$ cat config.mk
export PLATFORM = sky130hd
export DESIGN_NAME = dda_cmd_sequencer
export DESIGN_NICKNAME = d
export VERILOG_FILES = /design/src/rtl/dda_cmd_sequencer.sv
export SDC_FILE = /design/constraint.sdc
export NUM_CORES = 1
export LEC_CHECK = 0
export ABC_AREA = 1
export BUFFER_PORTS_ARGS = -buffer_cell sky130_fd_sc_hd__buf_4
export CORE_ASPECT_RATIO = 0.8
export CORE_MARGIN = 2
export CORE_UTILIZATION = 32
export DETAILED_ROUTE_END_ITERATION = 10
export GPL_TIMING_DRIVEN = 0
export PLACE_DENSITY = 0.57
export SETUP_SLACK_MARGIN = 0.5
export SLEW_MARGIN = 40
export SYNTH_ARGS = -nofsm -noshare
export SYNTH_HDL_FRONTEND = slang
export SYNTH_SLANG_ARGS = --single-unit
$ cat constraint.sdc
create_clock -name clk -period 2.8 [get_ports clk]
set_input_delay 0.42 -clock clk [delete_from_list [all_inputs] [get_ports clk]]
set_output_delay 0.42 -clock clk [all_outputs]
set_load 0.005 [all_outputs]
$ cat src/rtl/dda_cmd_sequencer.sv
// dda_cmd_sequencer
// Buffers host velocity segments in a small FIFO and replays each one into the
// DDA pulse generator's 4-word buffer through the Nx/WR strobe handshake. The
// replay is throttled by Flag_full. An abort flushes all queued motion and
// pulses LS so the DDA also discards its buffered words.
//
// Ports
//   clk, rst_n        system clock shared with the DDA, async active-low reset
//   cmd_valid/ready   host push handshake for {cmd_vel, cmd_rep}
//   cmd_vel[7:0]      DDA word: bit 7 direction, bits 6:0 magnitude
//   cmd_rep[7:0]      DDA periods to repeat the word (0 behaves as 1)
//   start, abort      one-cycle pulses that set / clear the run flag
//   Flag_full         DDA buffer holds 4 words
//   Nx[7:0], WR, LS   word, write strobe and buffer clear to the DDA
//   busy              sequencer active or FIFO not empty
//   fifo_count        occupied FIFO entries
//   words_sent[15:0]  WR rising edges issued, wraps, cleared only by reset
//
// state     | meaning
// ----------+---------------------------------------------------------------
// IDLE      | nothing in flight; waits for run with a queued segment
// FETCH     | pops the FIFO head, loads Nx and the repeat count
// SETUP     | holds Nx until the DDA has room and run is set
// STROBE_HI | WR high for WR_HIGH cycles
// STROBE_LO | WR low for WR_LOW cycles, then next repeat / segment / idle
// ABORT     | LS high for LS_CYCLES cycles with FIFO and segment flushed

module dda_cmd_sequencer #(
  parameter int unsigned FIFO_DEPTH = 8,
  parameter int unsigned WR_HIGH    = 2,
  parameter int unsigned WR_LOW     = 2,
  parameter int unsigned LS_CYCLES  = 2,
  localparam int unsigned AW        = $clog2(FIFO_DEPTH),
  localparam int unsigned CW        = AW + 1
) (
  input  logic          clk,
  input  logic          rst_n,
  input  logic          cmd_valid,
  output logic          cmd_ready,
  input  logic [7:0]    cmd_vel,
  input  logic [7:0]    cmd_rep,
  input  logic          start,
  input  logic          abort,
  input  logic          Flag_full,
  output logic [7:0]    Nx,
  output logic          WR,
  output logic          LS,
  output logic          busy,
  output logic [CW-1:0] fifo_count,
  output logic [15:0]   words_sent
);

  typedef enum logic [2:0] {
    S_IDLE,
    S_FETCH,
    S_SETUP,
    S_STROBE_HI,
    S_STROBE_LO,
    S_ABORT
  } state_e;

  state_e        state_q, state_d;
  logic          run_q, run_d;
  logic [AW-1:0] wr_ptr_q, wr_ptr_d;
  logic [AW-1:0] rd_ptr_q, rd_ptr_d;
  logic [CW-1:0] count_q, count_d;
  logic [7:0]    rem_q, rem_d;
  logic [7:0]    tmr_q, tmr_d;
  logic [7:0]    nx_q, nx_d;
  logic          wr_q, wr_d;
  logic          ls_q, ls_d;
  logic [15:0]   words_q, words_d;

  logic [15:0]   mem_q [FIFO_DEPTH];
  logic          push;
  logic          pop;
  logic [7:0]    head_vel;
  logic [7:0]    head_rep;

  assign head_vel = mem_q[rd_ptr_q][15:8];
  assign head_rep = mem_q[rd_ptr_q][7:0];

  // Full blocks the push even when FETCH pops in the same cycle.
  assign cmd_ready = (count_q < CW'(FIFO_DEPTH)) && (state_q != S_ABORT);
  assign push      = cmd_valid && cmd_ready && !abort;

  assign busy       = (state_q != S_IDLE) || (count_q != '0);
  assign Nx         = nx_q;
  assign WR         = wr_q;
  assign LS         = ls_q;
  assign fifo_count = count_q;
  assign words_sent = words_q;

  always_comb begin
    state_d = state_q;
    tmr_d   = tmr_q;
    rem_d   = rem_q;
    nx_d    = nx_q;
    pop     = 1'b0;
    run_d   = run_q;

    if (abort) begin
      run_d = 1'b0;
    end else if (start) begin
      run_d = 1'b1;
    end

    case (state_q)
      S_IDLE: begin
        if (run_q && (count_q != '0)) begin
          state_d = S_FETCH;
        end
      end
      S_FETCH: begin
        pop     = 1'b1;
        nx_d    = head_vel;
        rem_d   = (head_rep == 8'd0) ? 8'd1 : head_rep;
        state_d = S_SETUP;
      end
      S_SETUP: begin
        if (!Flag_full && run_q) begin
          state_d = S_STROBE_HI;
          tmr_d   = 8'(WR_HIGH - 1);
        end
      end
      S_STROBE_HI: begin
        if (tmr_q == 8'd0) begin
          state_d = S_STROBE_LO;
          tmr_d   = 8'(WR_LOW - 1);
        end else begin
          tmr_d = tmr_q - 8'd1;
        end
      end
      S_STROBE_LO: begin
        if (tmr_q == 8'd0) begin
          rem_d = rem_q - 8'd1;
          if (rem_d != 8'd0) begin
            state_d = S_SETUP;
          end else if (run_q && (count_q != '0)) begin
            state_d = S_FETCH;
          end else begin
            state_d = S_IDLE;
          end
        end else begin
          tmr_d = tmr_q - 8'd1;
        end
      end
      S_ABORT: begin
        if (tmr_q == 8'd0) begin
          state_d = S_IDLE;
        end else begin
          tmr_d = tmr_q - 8'd1;
        end
      end
      default: state_d = S_IDLE;
    endcase

    // Abort overrides everything, including a pop in FETCH; a repeat abort
    // while already aborting restarts the LS count.
    if (abort) begin
      state_d = S_ABORT;
      tmr_d   = 8'(LS_CYCLES - 1);
      rem_d   = 8'd0;
      nx_d    = 8'd0;
      pop     = 1'b0;
    end
  end

  always_comb begin
    wr_ptr_d = wr_ptr_q;
    rd_ptr_d = rd_ptr_q;
    count_d  = count_q;
    if (abort) begin
      wr_ptr_d = '0;
      rd_ptr_d = '0;
      count_d  = '0;
    end else begin
      if (push) wr_ptr_d = wr_ptr_q + AW'(1);
      if (pop)  rd_ptr_d = rd_ptr_q + AW'(1);
      case ({push, pop})
        2'b10:   count_d = count_q + CW'(1);
        2'b01:   count_d = count_q - CW'(1);
        default: count_d = count_q;
      endcase
    end
  end

  // Strobes are registered copies of the next state so they switch on the
  // same edge as the state, which truncates WR immediately on abort.
  assign wr_d    = (state_d == S_STROBE_HI);
  assign ls_d    = (state_d == S_ABORT);
  assign words_d = words_q + 16'((state_d == S_STROBE_HI) && (state_q != S_STROBE_HI));

  always_ff @(posedge clk or negedge rst_n) begin
    if (!rst_n) begin
      state_q  <= S_IDLE;
      run_q    <= 1'b0;
      wr_ptr_q <= '0;
      rd_ptr_q <= '0;
      count_q  <= '0;
      rem_q    <= 8'd0;
      tmr_q    <= 8'd0;
      nx_q     <= 8'd0;
      wr_q     <= 1'b0;
      ls_q     <= 1'b0;
      words_q  <= 16'd0;
    end else begin
      state_q  <= state_d;
      run_q    <= run_d;
      wr_ptr_q <= wr_ptr_d;
      rd_ptr_q <= rd_ptr_d;
      count_q  <= count_d;
      rem_q    <= rem_d;
      tmr_q    <= tmr_d;
      nx_q     <= nx_d;
      wr_q     <= wr_d;
      ls_q     <= ls_d;
      words_q  <= words_d;
    end
  end

  // Storage has no reset; stale entries are unreachable once the pointers clear.
  always_ff @(posedge clk) begin
    if (push) begin
      mem_q[wr_ptr_q] <= {cmd_vel, cmd_rep};
    end
  end

endmodule

==> metrics.txt <==
Reg-to-Reg End=words_sent[14]; Max Buffers Root-to-Sink=2; I/O pins=54; measured slew at the worst slew-check pin=0.728 ns; fmax=346 MHz; r2r worst-path depth=22; largest net degree at the start of global routing=57; WHS=0.178 ns; first-pass GRT wire length=between 30 and 40 mm; Yosys cell types=34; max-slew violations=0; critical path class=flip-flop to flip-flop; delay of the slowest critical-path stage=0.39 ns; synth warn=0; LEAKAGE=4.04 nW; initial core utilization=between 30% and 40%; final core occ=41.7%; Die ar.=~26,000 sq um; top cells by area, synth=edfxtp_1 (49%), dfrtp_1 (18%), nor2_1 (5.6%), nand2_1 (5.4%), o21ai_0 (4.9%); hold path endpoint=run_q; Avg Inst Size Synth=around 11 sq um; cell count of the worst hold path=2; critical path endpoint category=flip-flop; Post-Syn Instances=722; Critical Path AT=~3.2 ns; clk_skew=approximately 0.010 ns; initial antenna violation count=0; RSZ-0062 raised after global routing=true; PD cells=828 nW/um^2; routability cong.=roughly 0.79; vias in the first global route=5,482; width of the die=180 um; hold_sp=abort; H-Tree Depth=4; Vias/cell=between 4 and 5; Layout Cells excl Fill=approximately 1.2k; area growth from synthesis to layout=28.1%; IO Port Bufs=between 50 and 60; final worst path period need=around 2.9 ns; Syn Std Cell Area=just under 8000 sq um; number of diodes=0; Max VDD drop=roughly 450 uV; Synth Flop Type=edfxtp_1; CTS Sinks=184; worst r2r src=tmr_q[0]; gr ovfl total=0; Synth Net Count=755; Routed WL per cell=about 17 um; post-DP HPWL=roughly 13 mm; Clock Tree Root=clkbuf_16; CORE AREA=about 24,000 sq um; endpoints failing setup=4; CTS tree=done; layout cell share with drive strength beyond 1=about a quarter; class of the worst hold path=primary input to flip-flop; Final Hold Fails=0; relative slew slack=between 50% and 60%; FP Rows=51; clock-pin slew on the worst setup and hold paths=roughly 0.070 ns; placed cells=1,101; sequence of cells on the critical path=inv_2 > ha_4 > inv_2 > nor3_4 > nand2_2 > nor2_2 > nand2_1 > nor2_1 > nand4_1 > nand2_2 > nand3_4 > nor2_4 > ha_4 > ha_4 > nand3_4 > nor3_4 > nand3_2 > nor2_2 > nand2_2 > nor2_4 > nand3_1 > xnor2_1; area share of the largest cell type after synthesis=48.6%; Seq/Total Area, Yosys=around 66%; CP Launch Type=flip-flop; slowest stage cell on the critical path=dfrtp_1; DR DRC count=0; CTS buffer count=17; setup tns final=-0.192 ns; Req. time, crit path=about 3.1 ns; clock latency on the worst-skew pair=~0.43 ns; Vias=approximately 5.7k; ys async rst share=a little under a third; Tot Pwr=between 8 and 9 mW; Layout Nets=877; status=finished, violations left; Antenna Nets Post-Route=0; failing checks=negative setup slack; final worst setup slack=-0.0887 ns; Post-synth EDFFs=approximately 130; final wirelength=around 20 mm; gr usage total=about 16%; flops & latches, synth=around 180; largest area contributor in the netlist=edfxtp_1; Die Span Y=145 um; R2R setup slack=-0.09 ns; drt initial violations=about 400; Tcrit/Tclk final=103%; 1st-pass router iterations=5; Max-Cap Viols=0; CP Max Fanout=2
[layer usage]
metal | wire length (um) | up-vias | global-route usage (%)
met5 | 0 | - | 0
met4 | 284 | 0 | 4.79
met3 | 1170 | 22 | 3.60
met2 | 8930 | 179 | 23.5
met1 | 9300 | 2780 | 22.3
li1 | - | 2756 | -
[sequential cells by signal, summed over array words and instances (netlist names)]
register and count:
rd_ptr_q 3, wr_ptr_q 3, fifo_count 4, words_sent 16
Nx 8, mem_q 128, WR 1, run_q 1
LS 1, state_q 3, tmr_q 8, rem_q 8
[kinds of logic (layout without fill, tap and decap cells)]
family | count (synthesis) | after routing | share of synthesized area (%)
and+or+nand+nor | 289 | 289 | 15.0
xor gates and xnor gates | 20 | 20 | 2.22
DFF | 184 | 184 | 66.3
adders and majority gates | 11 | 11 | 1.84
AOI/OAI and AO/OA | 138 | 138 | 10.2
buffers and inverters | 80 | 215 | 4.48
[critical path: cells and delay by family (launching register included)]
| kind | cells | cell delay (ns) |
|---|---|---|
| and+or+nand+nor | 16 | 1.66 |
| adders and majority gates | 3 | 0.44 |
| buffers and inverters | 2 | 0.12 |
| xor gates and xnor gates | 1 | 0.13 |
| DFF | 1 | 0.39 |
[through the flow]
stage                     area (sq um)  setup WS (ns)
after CTS                         9850         -0.109
after global placement            8760         -0.409
after floorplan                   7970         0.0224
after detailed placement          8970         -0.410
after global routing             10100         -0.305
final                            10100        -0.0887
[report_power, final]
| group | switching, mW | leakage [nW] | internal, mW | total (mW) |
|---|---|---|---|---|
| combinational | 1.60 | 1.88 | 0.989 | 2.59 |
| clock | 1.01 | 0.277 | 1.41 | 2.42 |
| sequential | 0.202 | 1.88 | 3.18 | 3.39 |
| total | 2.81 | 4.04 | 5.58 | 8.39 |
[Yosys cell counts (9+ instances only)]
master      n
dfrtp_1    56
o211ai_1   17
inv_1      47
buf_2      11
a21oi_1    10
nor2_1    117
clkbuf_1    9
ha_1       10
nand2_1   114
edfxtp_1  128
o21ai_0    78
nand3_1    35
xor2_1     13
o22ai_1    16
[layout by cell type (no fill, tap or decap), drive strengths merged]
master	Yosys	final
ha	10	10
a21boi	2	2
or2	1	1
a22oi	2	2
buf	17	119
o22ai	16	16
nand4	7	7
o221ai	8	8
clkinvlp	0	1
dlygate4sd3	0	1
o21ai	82	82
nand2	118	118
clkinv	1	4
dfrtp	56	56
o211ai	17	17
inv	52	53
nor2	118	118
nand3	35	35
edfxtp	128	128
xor2	13	13
nor3	9	9
o31ai	1	1
a21oi	10	10
fa	1	1
and3	1	1
clkbuf	10	34
bufinv	0	3
xnor2	7	7
[worst max-delay path by stage]
stage                    start             end  cells past startpoint
floorplan             rem_q[0]  words_sent[14]                     21
global placement    state_q[1]  words_sent[14]                     19
detailed placement    rem_q[2]  words_sent[14]                     19
CTS                   tmr_q[0]  words_sent[14]                     22
global route          tmr_q[0]  words_sent[14]                     22
finish                tmr_q[0]  words_sent[14]                     22
[timing repair]
action                     in CTS  in global routing
pin swaps                       9                 11
setup buffers                  27                 14
hold buffers                    0                  1
hold endpoints to repair        0                 45
gates resized for setup        28                 41
setup endpoints to repair      14                 55
[area by class of cell]
cell class                      instances  area [sq um]
Clock buffer                           24           452
Inverter                               53           199
Timing Repair Buffer                  103           925
Sequential cell                       184          5250
Fill cell                            2270         14200
Clock inverter                          8           125
Tap cell                              318           398
Buffer                                 27           155
Multi-Input combinational cell        458          2630
(Power assumes the default switching activity.)
